===== src/rtl/axq_pkg.sv =====
// Shared types and helpers for the tick-binned axon queue.
package axq_pkg;

  // Completion tracking for the current tick.
  typedef enum logic [1:0] {
    IDLE  = 2'd0,
    SERVE = 2'd1,
    DRAIN = 2'd2
  } axq_state_e;

  // Bit positions inside the sticky error vector.
  localparam int ERR_OVF  = 0;
  localparam int ERR_LATE = 1;
  localparam int ERR_UNF  = 2;

  // Index widths; keep at least one bit so degenerate configs still elaborate.
  function automatic int axon_width(input int num_axons);
    return (num_axons > 1) ? $clog2(num_axons) : 1;
  endfunction

  function automatic int tick_width(input int num_ticks);
    return (num_ticks > 1) ? $clog2(num_ticks) : 1;
  endfunction

endpackage


===== src/rtl/tick_bank_ring.sv =====
// Pointer/occupancy tracking for one tick bin. Storage lives in the parent.
module tick_bank_ring
  import axq_pkg::*;
#(
  parameter  int DEPTH = 8,
  localparam int PTR_W = $clog2(DEPTH),
  localparam int CNT_W = PTR_W + 1
)(
  input  logic             clk,
  input  logic             rst,
  input  logic             push,
  input  logic             pop,
  input  logic             flush,
  output logic [PTR_W-1:0] wr_ptr,
  output logic [PTR_W-1:0] rd_ptr,
  output logic [CNT_W-1:0] count,
  output logic             full,
  output logic             empty
);

  // Flush wins over push/pop; simultaneous push+pop leaves count unchanged.
  always_ff @(posedge clk or posedge rst) begin
    if (rst) begin
      wr_ptr <= '0;
      rd_ptr <= '0;
      count  <= '0;
    end else if (flush) begin
      wr_ptr <= '0;
      rd_ptr <= '0;
      count  <= '0;
    end else begin
      if (push) wr_ptr <= wr_ptr + PTR_W'(1);
      if (pop)  rd_ptr <= rd_ptr + PTR_W'(1);
      case ({push, pop})
        2'b10:   count <= count + CNT_W'(1);
        2'b01:   count <= count - CNT_W'(1);
        default: ;
      endcase
    end
  end

  assign full  = (count == CNT_W'(DEPTH));
  assign empty = (count == '0);

endmodule


===== src/rtl/tick_binned_axon_queue.sv =====
// Tick-binned axon spike queue with outstanding-work tracking and core-done.
// Optional build macro AXQ_STATS_EN adds saturating drop counters.
module tick_binned_axon_queue
  import axq_pkg::*;
#(
  parameter  int NUM_AXONS       = 256,
  parameter  int NUM_TICKS       = 16,
  parameter  int BANK_DEPTH      = 8,
  parameter  int OUTSTANDING_MAX = 4,
  localparam int AXON_W          = axon_width(NUM_AXONS),
  localparam int TICK_W          = tick_width(NUM_TICKS)
)(
  input  logic                     clk,
  input  logic                     rst,
  input  logic                     wr_en,
  input  logic [AXON_W+TICK_W-1:0] wr_packet,
  output logic                     full,
  input  logic                     tick,
  input  logic                     rd_en,
  output logic [AXON_W-1:0]        rd_axon,
  output logic                     rd_valid,
  output logic                     empty,
  input  logic                     proc_done,
  output logic                     core_done,
  output logic [TICK_W-1:0]        cur_tick,
  output logic [2:0]               error
`ifdef AXQ_STATS_EN
  ,
  output logic [15:0]              drop_full_cnt,
  output logic [15:0]              drop_late_cnt
`endif
);

  localparam int PTR_W  = $clog2(BANK_DEPTH);
  localparam int CNT_W  = PTR_W + 1;
  localparam int OC_W   = $clog2(OUTSTANDING_MAX + 1);
  localparam int ADDR_W = TICK_W + PTR_W;

  logic [AXON_W-1:0] wr_axon;
  logic [TICK_W-1:0] wr_off, wr_bank;

  logic [NUM_TICKS-1:0]            push, pop, flush, b_full, b_empty;
  logic [NUM_TICKS-1:0][PTR_W-1:0] b_wptr, b_rptr;
  logic [NUM_TICKS-1:0][CNT_W-1:0] b_cnt;

  logic [OC_W-1:0]  outst, outst_nxt;
  logic [CNT_W-1:0] cur_cnt_nxt;
  logic rd_acc, wr_late, wr_acc, wr_ovf, tick_late, unf;

  axq_state_e state, state_nxt;

  assign wr_axon = wr_packet[AXON_W+TICK_W-1:TICK_W];
  assign wr_off  = wr_packet[TICK_W-1:0];
  // Ring arithmetic: TICK_W-bit sum wraps modulo NUM_TICKS.
  assign wr_bank = cur_tick + wr_off;

  assign empty = b_empty[cur_tick];
  assign full  = b_full[wr_bank];

  // Reads are refused on a tick edge and while the outstanding window is full.
  assign rd_acc    = rd_en && !empty && !tick && (outst != OC_W'(OUTSTANDING_MAX));
  // Offset-0 write racing a tick would land in the bank being flushed.
  assign wr_late   = wr_en && tick && (wr_bank == cur_tick);
  // A full bank still takes the write when its head pops in the same cycle.
  assign wr_acc    = wr_en && !wr_late &&
                     (!b_full[wr_bank] || (rd_acc && (wr_bank == cur_tick)));
  assign wr_ovf    = wr_en && !wr_late && !wr_acc;
  assign tick_late = tick && (!empty || (outst != '0));
  assign unf       = proc_done && (outst == '0);

  for (genvar g = 0; g < NUM_TICKS; g++) begin : g_bank
    assign push[g]  = wr_acc && (wr_bank  == TICK_W'(g));
    assign pop[g]   = rd_acc && (cur_tick == TICK_W'(g));
    assign flush[g] = tick   && (cur_tick == TICK_W'(g));

    tick_bank_ring #(.DEPTH(BANK_DEPTH)) u_ring (
      .clk    (clk),
      .rst    (rst),
      .push   (push[g]),
      .pop    (pop[g]),
      .flush  (flush[g]),
      .wr_ptr (b_wptr[g]),
      .rd_ptr (b_rptr[g]),
      .count  (b_cnt[g]),
      .full   (b_full[g]),
      .empty  (b_empty[g])
    );
  end

  // Shared spike storage, addressed {bank, ptr}.
  logic [AXON_W-1:0] mem [NUM_TICKS*BANK_DEPTH];
  logic [ADDR_W-1:0] wr_addr, rd_addr;

  assign wr_addr = {wr_bank,  b_wptr[wr_bank]};
  assign rd_addr = {cur_tick, b_rptr[cur_tick]};

  // Storage write port; no reset needed, occupancy is tracked by the rings.
  always_ff @(posedge clk) begin
    if (wr_acc) mem[wr_addr] <= wr_axon;
  end

  // Registered read port; read-before-write covers full-bank push+pop.
  always_ff @(posedge clk or posedge rst) begin
    if (rst) begin
      rd_axon  <= '0;
      rd_valid <= 1'b0;
    end else begin
      rd_valid <= rd_acc;
      if (rd_acc) rd_axon <= mem[rd_addr];
    end
  end

  // Outstanding work: +1 per accepted read, -1 per proc_done, floor at 0.
  always_comb begin
    outst_nxt = outst;
    if (rd_acc && !proc_done)
      outst_nxt = outst + OC_W'(1);
    else if (proc_done && !rd_acc && (outst != '0))
      outst_nxt = outst - OC_W'(1);
  end

  // Outstanding register; a tick abandons whatever is still in flight.
  always_ff @(posedge clk or posedge rst) begin
    if (rst)       outst <= '0;
    else if (tick) outst <= '0;
    else           outst <= outst_nxt;
  end

  // Current tick index.
  always_ff @(posedge clk or posedge rst) begin
    if (rst)       cur_tick <= '0;
    else if (tick) cur_tick <= cur_tick + TICK_W'(1);
  end

  // Sticky error flags.
  always_ff @(posedge clk or posedge rst) begin
    if (rst) begin
      error <= '0;
    end else begin
      if (wr_ovf)                error[ERR_OVF]  <= 1'b1;
      if (tick_late || wr_late)  error[ERR_LATE] <= 1'b1;
      if (unf)                   error[ERR_UNF]  <= 1'b1;
    end
  end

  // Occupancy of the current bank after this edge (no tick case).
  always_comb begin
    cur_cnt_nxt = b_cnt[cur_tick];
    if (push[cur_tick] && !pop[cur_tick])
      cur_cnt_nxt = b_cnt[cur_tick] + CNT_W'(1);
    else if (pop[cur_tick] && !push[cur_tick])
      cur_cnt_nxt = b_cnt[cur_tick] - CNT_W'(1);
  end

  // Completion FSM state register.
  always_ff @(posedge clk or posedge rst) begin
    if (rst) state <= IDLE;
    else     state <= state_nxt;
  end

  // Completion FSM next state, driven from post-edge occupancy/outstanding.
  always_comb begin
    state_nxt = state;
    if (tick) begin
      state_nxt = IDLE;
    end else begin
      unique case (state)
        IDLE: begin
          if (cur_cnt_nxt != '0)     state_nxt = SERVE;
          else if (outst_nxt != '0)  state_nxt = DRAIN;
        end
        SERVE: begin
          if (cur_cnt_nxt == '0)
            state_nxt = (outst_nxt != '0) ? DRAIN : IDLE;
        end
        DRAIN: begin
          if (cur_cnt_nxt != '0)     state_nxt = SERVE;
          else if (outst_nxt == '0)  state_nxt = IDLE;
        end
        default: state_nxt = IDLE;
      endcase
    end
  end

  // Right after a tick the FSM is IDLE for a cycle; gating with empty makes
  // core_done follow the new bank immediately.
  assign core_done = (state == IDLE) && empty;

`ifdef AXQ_STATS_EN
  logic [CNT_W:0] late_inc;
  logic [16:0]    late_sum;

  assign late_inc = (tick ? {1'b0, b_cnt[cur_tick]} : '0) + {{CNT_W{1'b0}}, wr_late};
  assign late_sum = {1'b0, drop_late_cnt} + 17'(late_inc);

  // Saturating drop statistics.
  always_ff @(posedge clk or posedge rst) begin
    if (rst) begin
      drop_full_cnt <= '0;
      drop_late_cnt <= '0;
    end else begin
      if (wr_ovf && (drop_full_cnt != 16'hFFFF))
        drop_full_cnt <= drop_full_cnt + 16'd1;
      drop_late_cnt <= late_sum[16] ? 16'hFFFF : late_sum[15:0];
    end
  end
`endif

endmodule


===== config.mk =====
export PLATFORM = sky130hd
export DESIGN_NAME = tick_binned_axon_queue
export DESIGN_NICKNAME = d
export VERILOG_FILES = /design/src/rtl/axq_pkg.sv /design/src/rtl/tick_bank_ring.sv /design/src/rtl/tick_binned_axon_queue.sv
export SDC_FILE = /design/constraint.sdc
export NUM_CORES = 2
export LEC_CHECK = 0
export CAP_MARGIN = 25
export CORE_MARGIN = 5
export CORE_UTILIZATION = 55
export CTS_BUF_LIST = sky130_fd_sc_hd__clkbuf_2
export DETAILED_ROUTE_END_ITERATION = 8
export GPL_TIMING_DRIVEN = 0
export MAX_ROUTING_LAYER = met4
export PLACE_DENSITY = 0.71
export SLEW_MARGIN = 20
export SYNTH_ARGS = -nofsm -noshare
export SYNTH_HDL_FRONTEND = slang
export SYNTH_SLANG_ARGS = --single-unit

===== constraint.sdc =====
create_clock -name clk -period 8 [get_ports clk]
set_clock_uncertainty 0.1 [all_clocks]
set_input_delay 0.8 -clock clk [delete_from_list [all_inputs] [get_ports clk]]
set_output_delay 0.8 -clock clk [all_outputs]
set_load 0.005 [all_outputs]

## Word-level counts from Yosys, hierarchy flattened

Memories as Yosys holds them, arrays and structs flattened. A register that Yosys moved wholly into a read port is not among the register bits.
Cells that the tools add are included.

- Equality and inequality tests: 85
- Add/subtract/negate cells: 70
- $lt $le $gt $ge: 2
- Reduce and logical (&&, ||, !) cells: 151
- Mux-type cells: 125

Operator list:

| kind | count |
|---|---|
| $mux W3 | 69 |
| $eq A4 B4 Y1 const B | 32 |
| $pmux W4 S2 | 16 |
| $add A3 B1 Y3 const B | 33 |
| $logic_not A4 Y1 | 19 |
| $mux W4 | 19 |
| $add A4 B1 Y4 const B | 18 |
| $sub A4 B1 Y4 const B | 17 |
| $logic_and A1 B1 Y1 | 65 |
| $reduce_bool A2 Y1 | 32 |
| $reduce_bool A3 Y1 | 18 |
| $eq A2 B1 Y1 const B | 17 |
| $eq A2 B2 Y1 const B | 17 |
| $eq A4 B3 Y1 const B | 8 |
| $bmux W3 S4 | 2 |
| $bmux W1 S4 | 4 |
| $bmux W4 S4 | 1 |
| $eq A4 B2 Y1 const B | 4 |
| $mux W2 | 7 |
| $lt A4 B5 Y1 const B | 2 |
| $logic_not A1 Y1 | 9 |
| $eq A4 B1 Y1 const B | 2 |
| $ne A4 B4 Y1 const B | 2 |
| $logic_not A3 Y1 | 2 |
| 10 further kinds | 18 |

- Memories kept: 1
- Bits in registers: 173
- Memory bits (writable): 1024

Memory list:

| memory | words | width | read ports | clocked after memory_dff | write ports | RTL line | text |
|---|---|---|---|---|---|---|---|
| mem | 128 | 8 | 1 | 1 | 1 | tick_binned_axon_queue.sv:91 | `logic [AXON_W-1:0] mem [NUM_TICKS*BANK_DEPTH];` |

## Longest topological paths before layout

- Depth after elaboration: 21
- Mapped depth: 20

## Cells and area by module

A second synthesis with hierarchy kept.

- Cells, all modules: 4187
- Area, all modules: 53397.5 um^2

By module, submodules not included:

| module | cells an instance | times used | sequential area each (um^2) | area each (um^2) |
|---|---|---|---|---|
| tick_binned_axon_queue | 3275 | 1 | 31275.0 | 43988.4 |
| tick_bank_ring | 57 | 16 | 250.2 | 588.1 |

## Worst setup path before layout

Ideal clock, no wire load.

- Path kind: in2reg
- Start: in wr_packet[0]
- End: reg g_bank[11].u_ring.count[3]
- Setup time: 78 ps
- Cell stages on the path: 19
- Setup slack: 2784 ps
- Data arrival time: 5039 ps
- Data required time: 7822 ps
- Path through: ha_1 fa_1 clkbuf_1 nor2_1 and3_1 a2111oi_0 a311o_1 a2bb2oi_1 nor4b_1 buf_2 nand2_1 clkbuf_1 ha_1 ha_1 a21o_1 a21oi_1 xor2_1 or3_1 a21oi_1

- Cells in the longest elaborated chain, start to end: 10
- Elaborated cells between the ends (all ways): 18
- Classes of those cells: add/sub: 1; eq/ne: 4; mux: 4; reduce/logical: 9

RTL lines:

| item | RTL line | text |
|---|---|---|
| start, declared | tick_binned_axon_queue.sv:16 | `input logic [AXON_W+TICK_W-1:0] wr_packet,` |
| $add A4 B4 Y4 (*) | tick_binned_axon_queue.sv:55 | `assign wr_bank = cur_tick + wr_off;` |
| $bmux W1 S4 / $eq A4 B4 Y1 (equally long branches) | tick_binned_axon_queue.sv:66, tick_binned_axon_queue.sv:63 |  |
| $mux W1 (implied by the code) / $logic_and A1 B1 Y1 (equally long branches) | tick_binned_axon_queue.sv:66, tick_binned_axon_queue.sv:63 |  |
| $logic_not A1 Y1 (on tied branches) | tick_binned_axon_queue.sv:66, tick_binned_axon_queue.sv:65 |  |
| $logic_or A1 B1 Y1 / $logic_and A1 B1 Y1 (equally long branches) | tick_binned_axon_queue.sv:66, tick_binned_axon_queue.sv:65 |  |
| $logic_and A1 B1 Y1 | tick_binned_axon_queue.sv:65 | `assign wr_acc = wr_en && !wr_late &&` |
| $logic_and A1 B1 Y1 (*) | tick_binned_axon_queue.sv:72 | `assign push[g] = wr_acc && (wr_bank == TICK_W'(g));` |
| $eq A2 B1 Y1 / $eq A2 B2 Y1 (equally long branches) | tick_bank_ring.sv:34 | `case ({push, pop})` |
| $pmux W4 S2 | tick_bank_ring.sv:34 |  |
| $mux W4 | tick_bank_ring.sv:27 | `end else if (flush) begin` |
| end signal, assigned | tick_bank_ring.sv:35 | `2'b10: count <= count + CNT_W'(1);` |
| end signal, assigned | tick_bank_ring.sv:36 | `2'b01: count <= count - CNT_W'(1);` |
| end, declared | tick_bank_ring.sv:16 | `output logic [CNT_W-1:0] count,` |

Every way passes the cells marked *; elsewhere a longest branch is shown, timed or not. The select of a mux whose other input is x is not followed.
A chain may end at the register's enable or synchronous reset.

## Worst setup path in the final report

- Start: reg cur_tick[0]
- End: reg g_bank[15].u_ring.count[3]

- Cells in the longest elaborated chain, start to end: 13
- Elaborated cells between the ends (all ways): 27
- Classes of those cells: add/sub: 1; eq/ne: 5; mux: 6; reduce/logical: 15

RTL lines:

| item | RTL line | text |
|---|---|---|
| start, declared | tick_binned_axon_queue.sv:25 | `output logic [TICK_W-1:0] cur_tick,` |
| start signal, assigned | tick_binned_axon_queue.sv:132 | `else if (tick) cur_tick <= cur_tick + TICK_W'(1);` |
| branches (longest 13 deep; another with $add A4 B4 Y4) | -- |  |
| end signal, assigned | tick_bank_ring.sv:35 |  |
| end signal, assigned | tick_bank_ring.sv:36 |  |
| end, declared | tick_bank_ring.sv:16 |  |

Parallel ways; which one is timed is not known. The select of a mux whose other input is x is not followed.

==> flow_summary.ini <==
[yosys]
synthesis.yosys.warnings = 0
synth_sequential_area_ratio_pct = 67.71
postSynthNetCount = 4243
synth-edff-count = 1024
share_of_flip_flops_with_an_asynchronous_set_or_reset_after_synthesis_pct = 15.02
area_share_of_the_largest_cell_type_after_synthesis_pct = 59.02
synth.largest_area_cell = sky130_fd_sc_hd__edfxtp_1
synth_top_flop_cell = sky130_fd_sc_hd__edfxtp_1
yosysUniqueCellTypes = 65
synth_cells = 4116
netlist_area_sq_mm = 0.05210
avgSynthCellArea_sq_um = 12.66
main_area_contributors_after_synthesis = sky130_fd_sc_hd__edfxtp_1 59%, sky130_fd_sc_hd__dfrtp_1 8.7%, sky130_fd_sc_hd__nand2_1 6.2%
synth.ff_latch_count = 1205

[global_route]
grt.total_usage_pct = 33.17
grt_pass1_vias = 36277
overflow = 0
grt_max_degree = 101
wire_length_of_the_first_global_routing_pass_mm = 239.0
grt_antenna_before_repair = 6

[floorplanning]
die_width_microns = 317.8
core_region_area_sq_mm = 0.09361
die_area_sq_mm = 0.1010
placement_rows = 112
io_pins = 37
starting_density_pct = 55.66
die_height_microns = 317.8

[worst_setup_path]
worst-endpoint-arrival_ns = 8.43
wp_data_required_ns = 9.32
worstSetupPathType = flop to flop
endpoint_kind = flop
crit_path_start_kind = flop
largest_fanout_on_the_critical_path = 10

[finish]
sequential_cell_area_sq_mm = 0.03528
final_net_count = 4654
fin_util_pct = 61.37
final_layout_size_suffix_gt1_share_pct = 13.35
fillCellCount = 7408
layout-area-overhead-vs-synth_pct = 10.26
layout.cells.most_common = sky130_fd_sc_hd__edfxtp_1
finish.instance_area_sq_mm = 0.05745
final_cell_mix = 1024 x sky130_fd_sc_hd__edfxtp_1, 861 x sky130_fd_sc_hd__nand2_1, 448 x sky130_fd_sc_hd__clkbuf_2
multi_input_gate_area_in_the_final_layout_sq_mm = 0.01571

[route]
detailedRoute.firstIterationViolations = 5701
routed_wire_length_per_instance_microns = 27.72
detail_route.first_pass.iterations = 8
route.detailed.vias_per_inst = 6.299
routed_wl_mm = 166.2
final_antenna_net_count = 0
route.detailed.drc = 0
dr_total_vias = 37773

[timing]
tightestPinTransition_ns = 1.147
setup_tns_ns = 0
timing_hold_violations_final = 0
timing.final.ws_setup_ns = 0.8956
period_needed_ns = 7.104
report.final.setup_viol = 0
timing.fmax_mhz = 140.8
hold-worst-slack_ns = 0.04913
final_critical_path_share_of_the_clock_period_pct = 88.81
timing.slew.headroom_pct = 23.01
report.final.slew_viol_count = 0
grt_setup_unrepaired = false

[clock_network]
clkLatencyLatePin_ns = 1.56
root_buffer = sky130_fd_sc_hd__clkbuf_2
htree_num_levels = 5
cts_post_setup_buffers_inserted = 0
clock_tree_from_tritoncts = built
clock_tree.buffer_depth = 4
number_of_buffers_inserted_during_clock_tree_synthesis = 320
cts.sink_count = 1205
clk_pin_slew_ns = 0.10

[hold_path]
worstHoldPathType = input pin to flop

[power]
worst_ir_drop_vdd_mv = 0.3155
leakagePower_nw = 21.04
power.density_cell_area_mw_per_mm2 = 367.8

[place]
gp_congestion = 0.9779
hpwl_mm = 113.9
pre_cts_ws_ns = 0.3750
post_dp_cell_area_sq_mm = 0.05456
port_buffers = 34

[status]
status = finished, final reports clean

[run]
maxCapViolations = 0
==> worst max-delay path, stage by stage (launching register included) <==
cell                        delay, ns
sky130_fd_sc_hd__dfrtp_1         0.62
sky130_fd_sc_hd__ha_1            0.28
sky130_fd_sc_hd__fa_1            0.44
sky130_fd_sc_hd__clkbuf_1        0.36
sky130_fd_sc_hd__nor2_1          0.41
sky130_fd_sc_hd__clkbuf_1        0.64
sky130_fd_sc_hd__a31oi_1         0.18
sky130_fd_sc_hd__a311o_1         0.52
sky130_fd_sc_hd__a2bb2oi_1       0.69
sky130_fd_sc_hd__nor4b_1         0.26
sky130_fd_sc_hd__buf_2           0.28
sky130_fd_sc_hd__nand2_1         0.11
sky130_fd_sc_hd__clkbuf_1        0.67
sky130_fd_sc_hd__ha_1            0.32
sky130_fd_sc_hd__ha_1            0.24
sky130_fd_sc_hd__a21o_1          0.18
sky130_fd_sc_hd__a21oi_1         0.18
sky130_fd_sc_hd__xnor2_1         0.09
sky130_fd_sc_hd__or3_1           0.30
sky130_fd_sc_hd__a21oi_1         0.14
==> state kept, by name, summed over array words and instances, names as in the netlist, 3 cells and up <==
register and flops:
cur_tick 4, outst 3, error 3, g_bank.u_ring.wr_ptr 48, g_bank.u_ring.rd_ptr 48, mem 1024, rd_axon 8, g_bank.u_ring.count 64
==> cell usage after synthesis (all sizes together) (3+ instances only) <==
master,number
xor2,71
o31ai,3
nor2b,5
or4,9
edfxtp,1024
dfrtp,181
o211ai,4
a31oi,54
or3,25
nand3,332
a32oi,72
inv,64
nor3,44
nand3b,7
o22ai,17
ha,92
nand2,862
a21o,20
nor4,35
buf,56
xnor2,41
nor2,318
nand4,36
o2111ai,16
o21ai,55
and2,3
nand2b,5
fa,17
mux2i,187
a21oi,166
and3,21
mux4,47
mux2,6
a211oi,11
clkbuf,175
or2,8
==> worst paths after layout <==
| check | from | end | slack, ns | cells after the start |
|---|---|---|---|---|
| max in group asynchronous | rst | g_bank[11].u_ring.wr_ptr[0]$_DFFE_PP0P_ | 6.55 | 4 |
| min in group asynchronous | rst | rd_axon[3]$_DFFE_PP0N_ | 0.17 | 3 |
| worst min-delay path | wr_packet[7] | mem[62][3]$_DFFE_PP_ | 0.05 | 2 |
| worst max-delay path | cur_tick[0]$_DFFE_PP0P_ | g_bank[15].u_ring.count[3]$_DFFE_PP0P_ | 0.90 | 19 |
| worst min register to register | error[2]$_DFFE_PP0P_ | error[2]$_DFFE_PP0P_ | 0.37 | 1 |
| worst max register to register | cur_tick[0]$_DFFE_PP0P_ | g_bank[15].u_ring.count[3]$_DFFE_PP0P_ | 0.90 | 19 |
==> through the flow <==
stage               cells  total power, mW
finish               5997            21.13
global route         5994            21.82
CTS                  5978            20.72
detailed placement   5432            16.75
global placement     5404            16.51
floorplan            4116            12.76
==> what timing repair did <==
| action | 4_1_cts | 5_1_grt |
|---|---|---|
| gates resized for setup | 0 | 0 |
| endpoints found under the hold margin | 1117 | 0 |
| setup endpoints to repair | 0 | 0 |
| hold buffers | 16 | 0 |
==> report_power, final <==
part	internal, mW	total, mW	switching, mW
clock	1.54	4.05	2.52
sequential	7.23	7.62	0.386
combinational	2.62	9.46	6.83
==> layout make-up <==
type | instances | share of cell area, %
flip-flops and latches | 1205 | 61.41
plain buffers | 231 | 1.651
multi-input cells | 2615 | 27.35
repair buffers | 89 | 1.817
inverters | 65 | 0.4552
well taps | 1254 | 2.731
clock inverters | 90 | 0.7166
diodes | 8 | 0.03485
clock buffers | 440 | 3.833
==> per-layer routing <==
layer,vias to the layer above,share of wire (%),track usage [%]
met5,-,0,-
met4,0,7.2,20.13
met3,636,13,8.516
met2,2947,45,49.20
met1,18114,35,41.40
li1,16076,-,-
==> cell families after synthesis <==
kind of cell | share of synthesized area [%]
mux | 5.776
buf+inv | 2.286
fa+ha+maj | 2.863
simple gates | 14.14
xor+xnor | 1.926
flops | 67.71
compound gates | 5.302
Note: power is estimated with default switching activity, not from simulation.
